==> src/rtl/program_loader.sv <==
// program_loader: boot-time sequencer in front of the core's instruction BRAM.
// Streams a program into instruction memory while the core is held in reset,
// then releases the core, hands the BRAM address to the core's fetch stage and
// counts run cycles until the core reports done or the run times out.
module program_loader #(
    parameter int WIDTH      = 32,
    parameter int ADDR_WIDTH = 10,
    parameter int TIMEOUT    = 1_000_000
) (
    input  logic                  clk,
    input  logic                  rst,
    input  logic                  start,
    input  logic [ADDR_WIDTH:0]   len,
    input  logic                  s_valid,
    input  logic [WIDTH-1:0]      s_data,
    output logic                  s_ready,
    input  logic [WIDTH-1:0]      core_im_addr,
    output logic [WIDTH-1:0]      im_addr,
    output logic                  im_we,
    output logic [WIDTH-1:0]      im_wdata,
    output logic                  core_rst,
    input  logic                  core_done,
    output logic                  busy,
    output logic                  finished,
    output logic                  error,
    output logic [WIDTH-1:0]      cycle_count
);

    localparam int                  MAX_WORDS = 2 ** ADDR_WIDTH;
    localparam logic [ADDR_WIDTH:0] MAX_LEN   = (ADDR_WIDTH + 1)'(MAX_WORDS);
    localparam logic [ADDR_WIDTH:0] IDX_ONE   = {{ADDR_WIDTH{1'b0}}, 1'b1};
    localparam logic [ADDR_WIDTH:0] IDX_ZERO  = {(ADDR_WIDTH + 1){1'b0}};
    localparam logic [WIDTH-1:0]    CNT_ONE   = {{(WIDTH - 1){1'b0}}, 1'b1};
    localparam logic [WIDTH-1:0]    CNT_ZERO  = {WIDTH{1'b0}};
    localparam logic [WIDTH-1:0]    CNT_LIMIT = WIDTH'(TIMEOUT);

    typedef enum logic [2:0] {
        ST_IDLE  = 3'd0,
        ST_LOAD  = 3'd1,
        ST_FLUSH = 3'd2,
        ST_RUN   = 3'd3,
        ST_HALT  = 3'd4
    } state_t;

    state_t              state_r;
    state_t              state_next_s;
    logic [ADDR_WIDTH:0] len_r;
    logic [ADDR_WIDTH:0] idx_r;
    logic [ADDR_WIDTH:0] idx_next_s;
    logic [WIDTH-1:0]    addr_r;
    logic [WIDTH-1:0]    wdata_r;
    logic                we_r;
    logic [WIDTH-1:0]    cycle_r;
    logic [WIDTH-1:0]    cycle_next_s;
    logic                error_r;
    logic                hs_s;
    logic                last_s;
    logic                start_ok_s;
    logic                len_ok_s;
    logic                timeout_s;

    // Handshake, length qualification and counter helpers.
    always_comb begin
        hs_s         = s_valid && (state_r == ST_LOAD);
        idx_next_s   = idx_r + IDX_ONE;
        last_s       = (idx_next_s == len_r);
        start_ok_s   = start && ((state_r == ST_IDLE) || (state_r == ST_HALT));
        len_ok_s     = (len != IDX_ZERO) && (len <= MAX_LEN);
        cycle_next_s = cycle_r + CNT_ONE;
        timeout_s    = (cycle_next_s == CNT_LIMIT);
    end

    // Next-state decode for the boot sequence.
    always_comb begin
        state_next_s = state_r;
        case (state_r)
            ST_IDLE, ST_HALT: begin
                if (start_ok_s) begin
                    if (len_ok_s) begin
                        state_next_s = ST_LOAD;
                    end else begin
                        state_next_s = ST_HALT;
                    end
                end else begin
                    state_next_s = state_r;
                end
            end
            ST_LOAD: begin
                if (hs_s && last_s) begin
                    state_next_s = ST_FLUSH;
                end else begin
                    state_next_s = ST_LOAD;
                end
            end
            ST_FLUSH: begin
                state_next_s = ST_RUN;
            end
            ST_RUN: begin
                if (core_done || timeout_s) begin
                    state_next_s = ST_HALT;
                end else begin
                    state_next_s = ST_RUN;
                end
            end
            default: begin
                state_next_s = ST_IDLE;
            end
        endcase
    end

    // State register.
    always_ff @(posedge clk or negedge rst) begin
        if (!rst) begin
            state_r <= ST_IDLE;
        end else begin
            state_r <= state_next_s;
        end
    end

    // Load write register, word index, run counter and sticky error flag.
    always_ff @(posedge clk or negedge rst) begin
        if (!rst) begin
            len_r   <= IDX_ZERO;
            idx_r   <= IDX_ZERO;
            addr_r  <= CNT_ZERO;
            wdata_r <= CNT_ZERO;
            we_r    <= 1'b0;
            cycle_r <= CNT_ZERO;
            error_r <= 1'b0;
        end else begin
            // A write is presented exactly one cycle after each accepted word.
            we_r <= hs_s;
            if (hs_s) begin
                addr_r  <= WIDTH'(idx_r) << 2'd2;
                wdata_r <= s_data;
                idx_r   <= idx_next_s;
            end
            if (start_ok_s) begin
                if (len_ok_s) begin
                    len_r   <= len;
                    idx_r   <= IDX_ZERO;
                    cycle_r <= CNT_ZERO;
                    error_r <= 1'b0;
                end else begin
                    error_r <= 1'b1;
                end
            end
            if (state_r == ST_RUN) begin
                cycle_r <= cycle_next_s;
                if (timeout_s && !core_done) begin
                    error_r <= 1'b1;
                end
            end
        end
    end

    // Output decode from registered state; the fetch address is the only
    // combinational path, handed straight to the BRAM while the core runs.
    always_comb begin
        s_ready     = (state_r == ST_LOAD);
        busy        = (state_r == ST_LOAD) || (state_r == ST_FLUSH) || (state_r == ST_RUN);
        finished    = (state_r == ST_HALT);
        core_rst    = (state_r != ST_RUN);
        im_we       = we_r;
        im_wdata    = wdata_r;
        error       = error_r;
        cycle_count = cycle_r;
        if (state_r == ST_RUN) begin
            im_addr = core_im_addr;
        end else begin
            im_addr = addr_r;
        end
    end

endmodule

==> config.mk <==
export PLATFORM = sky130hd
export DESIGN_NAME = program_loader
export DESIGN_NICKNAME = d
export VERILOG_FILES = /design/src/rtl/program_loader.sv
export SDC_FILE = /design/constraint.sdc
export NUM_CORES = 1
export LEC_CHECK = 0
export BUFFER_PORTS_ARGS = -buffer_cell sky130_fd_sc_hd__buf_2
export CORE_MARGIN = 2
export CORE_UTILIZATION = 34
export CTS_BUF_LIST = sky130_fd_sc_hd__clkbuf_16
export CTS_CLUSTER_DIAMETER = 60
export DETAILED_ROUTE_END_ITERATION = 10
export MAX_ROUTING_LAYER = met4
export SLEW_MARGIN = 10
export SYNTH_ARGS = -nofsm -noshare
export SYNTH_HDL_FRONTEND = slang
export SYNTH_SLANG_ARGS = --single-unit
==> constraint.sdc <==
create_clock -name clk -period 3.8 [get_ports clk]
set_clock_uncertainty 0.1 [all_clocks]
set_input_delay 0.57 -clock clk [delete_from_list [all_inputs] [get_ports clk]]
set_output_delay 0.57 -clock clk [all_outputs]
set_load 0.05 [all_outputs]
* Word level (Yosys, flattened, before mapping)
Index checks and enable logic that the tools add are counted.
** Word-level totals
- Register bits after elaboration :: 102
- Input port bits :: 80
- Output and inout port bits :: 102
- Word-level logic and storage cells :: 52
** Cells by class
- Add/sub/neg operators :: 2
- Magnitude comparators :: 1
- Equality and inequality tests :: 8
- Multiplexer cells :: 16
- Reductions and logical operators :: 17
** Operators by type and width (count)
- 2-to-1 mux 32 bit :: 4
- 2-to-1 mux 11 bit :: 3
- adder 32 x 1 -> 32 bit, second input constant :: 1
- == test 32 x 20 -> 1 bit, second input constant :: 1
- case mux 3 bit (4 select lines) :: 1
- adder 11 x 1 -> 11 bit, second input constant :: 1
- == test 11 bit :: 1
- <= comparator 11 bit, second input constant :: 1
- nonzero test 11 bit :: 1
- 2-to-1 mux 3 bit :: 3
- == test 3 x 2 -> 1 bit, second input constant :: 2
- logical AND 1 bit :: 5
- logical OR 1 bit :: 4
- 2-to-1 mux 1 bit :: 4
- AND reduction 2 bit :: 2
- nonzero test 2 bit :: 2
- == test 3 x 1 -> 1 bit, second input constant :: 1
- == test 3 bit, second input constant :: 1
- logical NOT 3 bit :: 1
- != test 3 x 2 -> 1 bit, second input constant :: 1
- 2-to-1 mux 2 bit :: 1
- != test 2 bit, second input constant :: 1
- OR reduction 2 bit :: 1
- logical NOT 1 bit :: 1

* Logic depth before layout (Yosys ltp)
Gate-level depths: netlist of run 1.
- Word-level depth :: 6
- Mapped depth :: 10
- Mapped depth without buffers :: 9

* Worst setup path after synthesis of run 1
Ideal clock, no wire load.
- Path type :: register to register
- From :: register state_r[2]
- To :: register state_r[0]
- Library setup time :: 0.128 ns
- Arrival time :: 2.898 ns
- Required time :: 3.572 ns
- Slack :: 0.674 ns
- Stages on the path, launching flop included :: 8
- Buffers on the path :: 0
- Clock period less this slack :: 3.126 ns
- Cells stage by stage :: dfrtp_1 -> nor3_1 -> nand2_1 -> nor4_1 -> nand4_1 -> or4_1 -> o21ai_0 -> nand3b_1
** On the way
- Cells in the longest elaborated chain, start to end :: 5
- Elaborated cells between the ends (all ways) :: 13
- Classes of those cells :: eq/ne: 5; mux: 2; reduce/logical: 6
** RTL lines
- from (decl) :: RTL line 45 : state_t state_r;
- from (signal assigned) :: RTL line 116 : state_r <= state_next_s;
- == test 3 x 1 -> 1 bit (*)
- via s_ready :: RTL line 16 : output logic s_ready,
- logical AND 1 bit :: RTL line 64 : hs_s = s_valid && (state_r == ST_LOAD);
- logical AND 1 bit :: RTL line 89 : if (hs_s && last_s) begin
- 2-to-1 mux 2 bit :: RTL line 89
- case mux 3 bit (4 select lines) (*) :: RTL line 76 : case (state_r)
Mark *: on every way through the listed nets, which the timed path passes. The rest lies on a longest branch.
A chain may end at the register's enable or synchronous reset.

* Worst setup path in the final report of run 1
- From :: register cycle_r[0], in the netlist cycle_count[0]
- To :: register state_r[1]
** On the way
- Cells in the longest elaborated chain, start to end :: 5
** RTL lines
- from (decl) :: RTL line 53 : logic [WIDTH-1:0] cycle_r;
- from (signal assigned) :: RTL line 149 : cycle_r <= cycle_next_s;
- adder 32 x 1 -> 32 bit :: RTL line 69 : cycle_next_s = cycle_r + CNT_ONE;
- == test 32 x 20 -> 1 bit :: RTL line 70 : timeout_s = (cycle_next_s == CNT_LIMIT);
- logical OR 1 bit :: RTL line 99 : if (core_done || timeout_s) begin
- 2-to-1 mux 3 bit :: RTL line 99
- case mux 3 bit (4 select lines) :: RTL line 76
No other way between the ends.

==> metrics.txt, run 1 <==
Final Core Density 43.95%; clock tree from TritonCTS built; area delta synth->final 26.16%; Worst Tran Pin Value about 0.70 ns; R2R Path Start cycle_count[0]$_DFFE_PN0P_; number of buffers created by CTS 9; Max Cap Viol 0; capture point of the worst reg-to-reg path state_r[1]$_DFFE_PN0P_; combinational share of power 38.0%; maximum clock rate 0.3332 GHz; cts repair resizes 0; depth of the worst register-to-register path 9; worst reg-to-reg setup slack around 0.80 ns; Worst Path Required between 3 and 4 ns; Lkg Pwr 3.591 nW; area leader, netlist dfrtp_1; initial antenna violation count 0; clock latency at the later pin of the worst-skew pair approximately 0.36 ns; largest net degree at the start of global routing 54; # Post-CTS Setup Buffers 0; Post-synth EDFFs 0; largest cells by area after synthesis dfrtp_1, nand2_1, o21ai_0; grt ovf 0; register area 2552 um^2; Synth Net Count 746; post-synthesis cell count 664; Die W 131.6 um; Port Buf Inserts 181; fin crit share 78.98%; Hold Vio Cnt, Final 0; Clock Sinks 102; H-tree depth 3; asr flop ratio synth 100.0%; Avg Cell Area, Syn about 8.3 um^2; First-pass DRT Iterations 4; Die Ht 131.6 um; Starting Density 34.84%; ANT cells 0; Synth warnings 0; CP Capture Point state_r[1]$_DFFE_PN0P_; total track usage 18.24%; Sw Ratio 43.53%; DP Wirelength approximately 11 mm; sequential share of the synthesized area 46.12%; via count 5164; WL per Instance 14.53 um; power density of the placed cells approximately 600 nW/um^2; RSZ-0062 raised after global routing no; core area 15890 um^2; Top FF cell, synth dfrtp_1; #FFs+latches synth 102; Worst slew margin 53.45%; internal power 2.372 mW; Worst Setup SP cycle_count[0]$_DFFE_PN0P_; commonest cells in the synthesized netlist nand2_1, dfrtp_1, o21ai_0; clock share of power 25.1%; Critical Path Start Type flip-flop; fillers 1649; final wirelength 15.21 mm; standard-cell rows 46; CTS max path bufs 2; routability cong. 0.8860; DR iter-0 viols 309; CP arrival 3.13 ns; vias per cell about 5; share of cells above drive strength 1 28.28%; sequential power share 36.9%; Crit Path Max Fanout 8; share of the synthesized area in the top cell type 46.12%; antenna viol nets, final 0; die area 17310 um^2; Final Slew Violations 0; vias in the first global route 4708; first-pass GRT wire length 25.16 mm; I/O pin count 182; setup TNS 0 ns; Final min period roughly 3 ns; CTS Root Cell clkbuf_16; Layout Nets 908; Mapped Area 5534 um^2; clk slew on worst S/H paths about 0.07 ns; Setup CP Type reg2reg; DRC errors left 0; footprint of the multi-input gates 2794 um^2; Hold WC Path Type in2async; status finished clean; Worst VDD drop 0.4230 mV; Crit. End Element flip-flop; hold buffer count at CTS 0; post-synth cell types 54; most common cell in the netlist nand2_1; Net Switching roughly 1.8 mW; Final setup viols 0
==> per-layer routing <==
metal	up-vias	wire length, um	global-route usage [%]
li1	2585	-	-
met1	2452	7143	24.99
met2	121	7282	27.81
met3	6	669	3.935
met4	0	114	4.046
met5	-	0	-
==> layout by cell type, fill, tap and decap left out, types with 2 or more instances in the layout <==
| cell type | count |
|---|---|
| mux2_2 | 12 |
| or4_1 | 6 |
| o21ai_0 | 55 |
| or3_1 | 7 |
| nor4_2 | 3 |
| nand3b_1 | 2 |
| bufinv_16 | 2 |
| inv_6 | 2 |
| ha_1 | 2 |
| a31oi_1 | 6 |
| a211oi_1 | 2 |
| clkinv_8 | 2 |
| nand3_1 | 17 |
| xnor2_1 | 22 |
| and4_1 | 3 |
| or2_2 | 2 |
| o31ai_1 | 10 |
| buf_4 | 10 |
| and3_1 | 26 |
| clkinv_1 | 2 |
| nor2_1 | 46 |
| nor3_1 | 7 |
| nand2_1 | 205 |
| xor2_1 | 18 |
| a21oi_1 | 16 |
| and2_0 | 2 |
| o41ai_1 | 3 |
| dfrtp_1 | 102 |
| buf_2 | 180 |
| nand4_1 | 14 |
| clkbuf_16 | 9 |
| inv_1 | 4 |
| nor4_1 | 4 |
| and2_1 | 5 |
==> registers in the layout, summed over array words and instances (netlist names) <==
register and count:
cycle_count 32, im_wdata 32, addr_r 11, idx_r 11, len_r 11, state_r 3, error 1, im_we 1
==> metrics by stage <==
stage | worst slack [ns] | power, mW | std cells | hold WS, ns | area, um^2
global placement | 0.8825 | 3.167 | 1031 | 0.3530 | 6635
detailed placement | 0.7972 | 3.179 | 1031 | 0.3566 | 6635
finish | 0.7987 | 4.200 | 1047 | 0.1710 | 6982
global route | 0.4577 | 4.442 | 1047 | 0.2224 | 6982
CTS | 0.7923 | 4.256 | 1047 | 0.1882 | 6982
floorplan | 0.6742 | 2.747 | 664 | 0.1744 | 5534
==> cell type report <==
class	count	share of cell area [%]
multi-input combinational	516	40.02
sequential	102	36.56
timing repair buffer	191	14.27
tap	216	3.871
clock buffer	9	3.226
clock inverter	7	1.738
inverter	6	0.3226
==> power groups by stage <==
stage	registers, mW	logic, mW	clock network, mW
after floorplan	2.12	0.625	0
after global placement	1.57	1.60	0
after detailed placement	1.57	1.61	0
after CTS	1.55	1.61	1.09
after global routing	1.59	1.72	1.13
final	1.55	1.59	1.06
==> cell families (layout without fill, tap and decap cells) <==
logic type	count (synthesis)	count (layout)	share of synthesized area (%)
buf+inv	46	213	3.391
fa+ha+maj	2	2	0.4521
flops	102	102	46.12
simple gates	359	359	30.34
mux	12	12	2.442
xor+xnor	40	40	6.330
compound gates	103	103	10.92
==> worst max-delay path, cell delays in order, from the launching register on <==
cell     delay (ns)
dfrtp_1        0.45
ha_1           0.26
nand2_1        0.15
or3_1          0.54
nor4_1         0.36
xor2_1         0.16
nor4_2         0.35
a41oi_1        0.21
o21ai_1        0.19
o21ai_0        0.12
==> worst min-delay path by stage <==
| stage | startpoint | end | slack, ns | cells past startpoint |
|---|---|---|---|---|
| after detailed placement | im_wdata[15]$_DFFE_PN0P_ | im_wdata[15]$_DFFE_PN0P_ | 0.36 | 2 |
| final | rst | cycle_count[15]$_DFFE_PN0P_ | 0.17 | 1 |
| after global routing | rst | im_wdata[4]$_DFFE_PN0P_ | 0.22 | 1 |
| after global placement | im_wdata[31]$_DFFE_PN0P_ | im_wdata[31]$_DFFE_PN0P_ | 0.35 | 2 |
| after CTS | rst | im_wdata[4]$_DFFE_PN0P_ | 0.19 | 1 |
| after floorplan | rst | addr_r[10]$_DFFE_PN0P_ | 0.17 | 0 |
Power figures use the tool's default switching activity.
==> run 2: changes to the inputs <==
Clock period 3.8 ns to 3 ns, I/O delays scaled along.
==> metrics.txt, run 2 (synthesized netlist as in run 1, its figures left out) <==
Layout Nets 923 (was 908); Worst slew margin 49.08% (was 53.45%); Buf/Inv on CP 1 (was 0); CTS max path bufs 2 (unchanged); CP arrival 3.00 ns (was 3.13 ns); Critical Path Start Type flip-flop (unchanged); DRC errors left 0 (unchanged); area delta synth->final 28.71% (was 26.16%); Worst Setup SP cycle_count[2]$_DFFE_PN0P_ (was cycle_count[0]$_DFFE_PN0P_); Lkg Pwr 3.662 nW (was 3.591 nW); clock latency at the later pin of the worst-skew pair 0.36 ns (about the same); Crit. End Element flip-flop (unchanged); slowest CP cell or4_4 (was or3_1); total track usage 18.94% (was 18.24%); placed inst area 6756 um^2 (was 6635 um^2); first-pass GRT wire length 26.11 mm (was 25.16 mm); initial antenna violation count 0 (unchanged); Hold WC Path Type in2reg (was in2async); share of cells above drive strength 1 30.85% (was 28.28%); worst-path cell chain nand3_1, buf_4, or4_4, nor2_8, nand4_2, a2111oi_4, nand4_1, or3_1, o21ai_2 (was ha_1, nand2_1, or3_1, nor4_1, xor2_1, nor4_2, a41oi_1, o21ai_1, o21ai_0); R2R Path Start cycle_count[2]$_DFFE_PN0P_ (was cycle_count[0]$_DFFE_PN0P_); worst reg-to-reg setup slack 0.19 ns (was 0.80 ns); vias per cell 4.916 (was 4.932); CP max stage delay 0.58 ns (was 0.54 ns); depth of the worst register-to-register path 9 (unchanged); power density of the placed cells 726.8 nW/um^2 (was 601.6 nW/um^2); Die W 131.6 um (unchanged); die area 17310 um^2 (unchanged); Worst Path Required 3.18 ns (was 3.92 ns); final wirelength 15.64 mm (was 15.21 mm); Worst Tran Pin Value 0.7610 ns (was 0.6982 ns); Top Family by Delay on Critical Path simple AND/OR/NAND/NOR gates (unchanged); Final Slew Violations 0 (unchanged); Die Ht 131.6 um (unchanged); Final min period 2.814 ns (was 3.001 ns); DP Wirelength 11.19 mm (was 10.65 mm); most frequent cells in the layout nand2_1, buf_2, dfrtp_1, o21ai_0, nor2_1 (unchanged); status finished clean (unchanged); Starting Density 34.84% (unchanged); Hold Vio Cnt, Final 0 (unchanged); commonest non-fill, non-tap cell in the layout nand2_1 (unchanged); Crit Path Max Fanout 10 (was 8); clock tree from TritonCTS built (unchanged); number of buffers created by CTS 9 (unchanged); Final setup viols 0 (unchanged); standard-cell rows 46 (unchanged); I/O pin count 182 (unchanged); Final Core Density 44.84% (was 43.95%); capture point of the worst reg-to-reg path error$_DFF_PN0_ (was state_r[1]$_DFFE_PN0P_); CTS Root Cell clkbuf_16 (unchanged); Port Buf Inserts 181 (unchanged); antenna viol nets, final 0 (unchanged); clk slew on worst S/H paths 0.08 ns (was 0.07 ns); post-layout instance area 7123 um^2 (was 6982 um^2); Max Cap Viol 0 (unchanged); ANT cells 0 (unchanged); H-tree depth 3 (unchanged); DR iter-0 viols 300 (was 309); maximum clock rate 0.3553 GHz (was 0.3332 GHz); grt ovf 0 (unchanged); Worst VDD drop 0.6839 mV (was 0.4230 mV); WL per Instance 14.73 um (was 14.53 um); vias in the first global route 4988 (was 4708); largest net degree at the start of global routing 79 (was 54); via count 5221 (was 5164); CP Capture Point error$_DFF_PN0_ (was state_r[1]$_DFFE_PN0P_); Setup CP Type reg2reg (unchanged); First-pass DRT Iterations 7 (was 4); routability cong. 0.8540 (was 0.8860); fin crit share 93.81% (was 78.98%); Clock Sinks 102 (unchanged); Levels on crit path 9 (unchanged); core area 15890 um^2 (unchanged)
==> run 2: area by class of cell <==
cell class	count	area, um^2
fillers	1646	8762
multi-input cells	516	2840
flip-flops and latches	102	2560
repair buffers	206	1124
well taps	216	270.3
clock buffers	9	225.2
clock inverters	7	77.57
inverters	6	26.28
==> run 2: timing repair <==
item                       CTS  global route
setup endpoints to repair    0            12
hold buffers                 1             0
buffers inserted             0             1
resized for setup            0             8
hold endpoints to repair    24             0
==> run 2: worst min path at each step <==
stage | startpoint | end | slack, ns | depth (start not counted)
6_report | s_data[18] | im_wdata[18]$_DFFE_PN0P_ | 0.17 | 3
5_1_grt | s_data[30] | im_wdata[30]$_DFFE_PN0P_ | 0.17 | 3
4_1_cts | s_data[18] | im_wdata[18]$_DFFE_PN0P_ | 0.16 | 3
3_5_place_dp | rst | cycle_count[14]$_DFFE_PN0P_ | 0.30 | 1
3_3_place_gp | rst | cycle_count[12]$_DFFE_PN0P_ | 0.30 | 1
2_1_floorplan | rst | addr_r[10]$_DFFE_PN0P_ | 0.05 | 0
==> run 2: worst reg2reg max path, stage by stage (launching register included) <==
cell and delay, ns:
dfrtp_2 0.45, nand3_1 0.13, buf_4 0.20, or4_4 0.58, nor2_8 0.19, nand4_2 0.14, a2111oi_4 0.41, nand4_1 0.12
or3_1 0.36, o21ai_2 0.07
==> run 2: through the flow <==
step / setup TNS, ns / hold slack [ns] / power [mW] / instances / setup slack, ns
floorplan: 0 / 0.05441 / 3.482 / 664 / 0.01574
global placement: 0 / 0.2981 / 4.033 / 1044 / 0.07401
detailed placement: -0.05599 / 0.2954 / 4.041 / 1044 / -0.02106
CTS: 0 / 0.1629 / 5.241 / 1061 / 0.1093
global route: -0.004651 / 0.1676 / 5.484 / 1062 / -0.004651
finish: 0 / 0.1734 / 5.177 / 1062 / 0.1857
==> run 2: report_power, final <==
| part | total, mW | internal, mW | switching (mW) | leakage (nW) |
|---|---|---|---|---|
| clock network | 1.18 | 0.592 | 0.587 | 0.149 |
| logic | 2.06 | 0.548 | 1.51 | 2.18 |
| registers | 1.94 | 1.70 | 0.235 | 1.33 |
| total | 5.18 | 2.85 | 2.33 | 3.66 |
==> run 2: metal layers <==
metal  track usage (%)  share of wire [%]  routed length [um]
met1             25.79                 46                7245
met2             29.06                 47                7408
met3             3.742                4.6                 712
met4             4.771                1.7                 270
met5                 -                  0                   0
==> run 3: changes to the inputs <==
==> constraint.sdc (replaced) <==
create_clock -name clk -period 3 [get_ports clk]
set_clock_uncertainty 0.1 [all_clocks]
set_input_delay 0.15 -clock clk [delete_from_list [all_inputs] [get_ports clk]]
set_output_delay 0.15 -clock clk [all_outputs]
set_load 0.05 [all_outputs]
==> metrics.txt, run 3 (synthesized netlist as in run 1, its figures left out) <==
Die W 131.6 um (unchanged); maximum clock rate 0.3618 GHz (was 0.3553 GHz); R2R Path Start cycle_count[0]$_DFFE_PN0P_ (was cycle_count[2]$_DFFE_PN0P_); CP max stage delay 0.58 ns (about the same); most frequent cells in the layout nand2_1, buf_2, dfrtp_1, o21ai_0, nor2_1 (unchanged); Final min period 2.764 ns (was 2.814 ns); vias per cell 4.884 (was 4.916); Max Cap Viol 0 (unchanged); number of buffers created by CTS 9 (unchanged); routability cong. 0.8685 (was 0.8540); area delta synth->final 35.63% (was 28.71%); status finished clean (unchanged); Worst Setup SP cycle_count[0]$_DFFE_PN0P_ (was cycle_count[2]$_DFFE_PN0P_); commonest non-fill, non-tap cell in the layout nand2_1 (unchanged); depth of the worst register-to-register path 9 (unchanged); CP arrival 2.90 ns (was 3.00 ns); Hold WC Path Type in2reg (unchanged); Final Core Density 47.25% (was 44.84%); die area 17310 um^2 (unchanged); CP Capture Point state_r[1]$_DFFE_PN0P_ (was error$_DFF_PN0_); Worst Tran Pin Value 0.7566 ns (was 0.7610 ns); Final Slew Violations 0 (unchanged); Layout Nets 968 (was 923); Crit. End Element flip-flop (unchanged); Clock Sinks 102 (unchanged); I/O pin count 182 (unchanged); Crit Path Max Fanout 10 (unchanged); worst reg-to-reg setup slack 0.24 ns (was 0.19 ns); vias in the first global route 5115 (was 4988); share of cells above drive strength 1 28.84% (was 30.85%); Starting Density 34.84% (unchanged); power density of the placed cells 698.2 nW/um^2 (was 726.8 nW/um^2); Worst slew margin 49.56% (was 49.08%); dpl ws 0.2071 ns (was -0.02106 ns); WL per Instance 14.59 um (was 14.73 um); largest net degree at the start of global routing 60 (was 79); H-tree depth 3 (unchanged); core area 15890 um^2 (unchanged); Hold Vio Cnt, Final 0 (unchanged); Die Ht 131.6 um (unchanged); DR iter-0 viols 345 (was 300); via count 5407 (was 5221); final wirelength 16.15 mm (was 15.64 mm); fin crit share 92.14% (was 93.81%); Port Buf Inserts 181 (unchanged); DP Wirelength 11.17 mm (was 11.19 mm); ANT cells 0 (unchanged); clock latency at the later pin of the worst-skew pair 0.36 ns (about the same); Worst Path Required 3.14 ns (was 3.18 ns); # Post-CTS Setup Buffers 0 (unchanged); slowest CP cell or4_4 (unchanged); first-pass GRT wire length 26.65 mm (was 26.11 mm); Lkg Pwr 3.837 nW (was 3.662 nW); total track usage 19.42% (was 18.94%); First-pass DRT Iterations 4 (was 7); clk slew on worst S/H paths 0.08 ns (about the same); worst setup margin 0.2359 ns (was 0.1857 ns); DRC errors left 0 (unchanged); Worst VDD drop 0.5417 mV (was 0.6839 mV); clock tree from TritonCTS built (unchanged); capture point of the worst reg-to-reg path state_r[1]$_DFFE_PN0P_ (was error$_DFF_PN0_); CTS Root Cell clkbuf_16 (unchanged); worst-path cell chain nand3_1, buf_4, or4_4, nor2_8, nand4_2, a2111oi_2, a41oi_1, o21ai_1, o21ai_0 (was nand3_1, buf_4, or4_4, nor2_8, nand4_2, a2111oi_4, nand4_1, or3_1, o21ai_2); Critical Path Start Type flip-flop (unchanged); Design Power 5.241 mW (was 5.177 mW); Setup CP Type reg2reg (unchanged); standard-cell rows 46 (unchanged); Final setup viols 0 (unchanged); grt ovf 0 (unchanged); initial antenna violation count 0 (unchanged); CTS max path bufs 2 (unchanged); antenna viol nets, final 0 (unchanged)
run 3: cell count changes in the layout (fill, tap and decap cells not counted), sizes merged:
cell and change:
buf +1, clkinv -2, clkinvlp +1, dlygate4sd3 +44, inv +1
run 3: per-layer routing:
metal / wire [um] / up-vias / GRT usage [%] / share of wire (%)
met2: 7992 / 146 / 30.66 / 49
met4: 368 / 0 / 6.280 / 2.3
li1: - / 2697 / - / -
met1: 7090 / 2531 / 25.24 / 44
met5: 0 / - / - / 0
met3: 694 / 33 / 3.704 / 4.3
run 3: worst min-delay path by stage:
| stage | start | endpoint | cells after the start |
|---|---|---|---|
| 2_1_floorplan | rst | addr_r[10]$_DFFE_PN0P_ | 0 |
| 3_3_place_gp | rst | cycle_count[12]$_DFFE_PN0P_ | 1 |
| 3_5_place_dp | rst | cycle_count[12]$_DFFE_PN0P_ | 1 |
| 4_1_cts | start | state_r[2]$_DFFE_PN0P_ | 3 |
| 5_1_grt | start | state_r[2]$_DFFE_PN0P_ | 3 |
| 6_report | start | state_r[2]$_DFFE_PN0P_ | 3 |
run 3: repair_timing:
item,4_1_cts,5_1_grt
hold buffers,45,0
endpoints found under the hold margin,100,0
endpoints found under the setup margin,0,2
resized for setup,0,2
run 3: area by class of cell:
| cell class | instances | area, um^2 |
|---|---|---|
| Fill cell | 1571 | 8379 |
| Multi-Input combinational cell | 516 | 2808 |
| Sequential cell | 102 | 2560 |
| Timing Repair Buffer | 251 | 1546 |
| Tap cell | 216 | 270.3 |
| Clock buffer | 9 | 225.2 |
| Clock inverter | 7 | 73.82 |
| Inverter | 6 | 22.52 |
run 3: critical path, delay by kind of cell, from the launching register on:
family | cells | cell delay [ns]
AO/OA/AOI/OAI | 4 | 0.95
AND/OR/NAND/NOR | 4 | 0.99
buffers and inverters | 1 | 0.18
flip-flops | 1 | 0.42
run 3: stage by stage:
| step | std cells | hold slack, ns | setup TNS, ns | cell area, um^2 |
|---|---|---|---|---|
| floorplan | 664 | -0.2456 | 0 | 5545 |
| global placement | 1046 | 0.1787 | 0 | 6746 |
| detailed placement | 1046 | 0.1659 | 0 | 6746 |
| CTS | 1107 | 0.02670 | 0 | 7496 |
| global route | 1107 | 0.03847 | -0.001298 | 7506 |
| finish | 1107 | 0.03354 | 0 | 7506 |
run 3: report_power, final:
part	switching, mW	internal (mW)	leakage (nW)
logic	1.54	0.592	2.36
clock network	0.592	0.591	0.141
registers	0.221	1.70	1.33
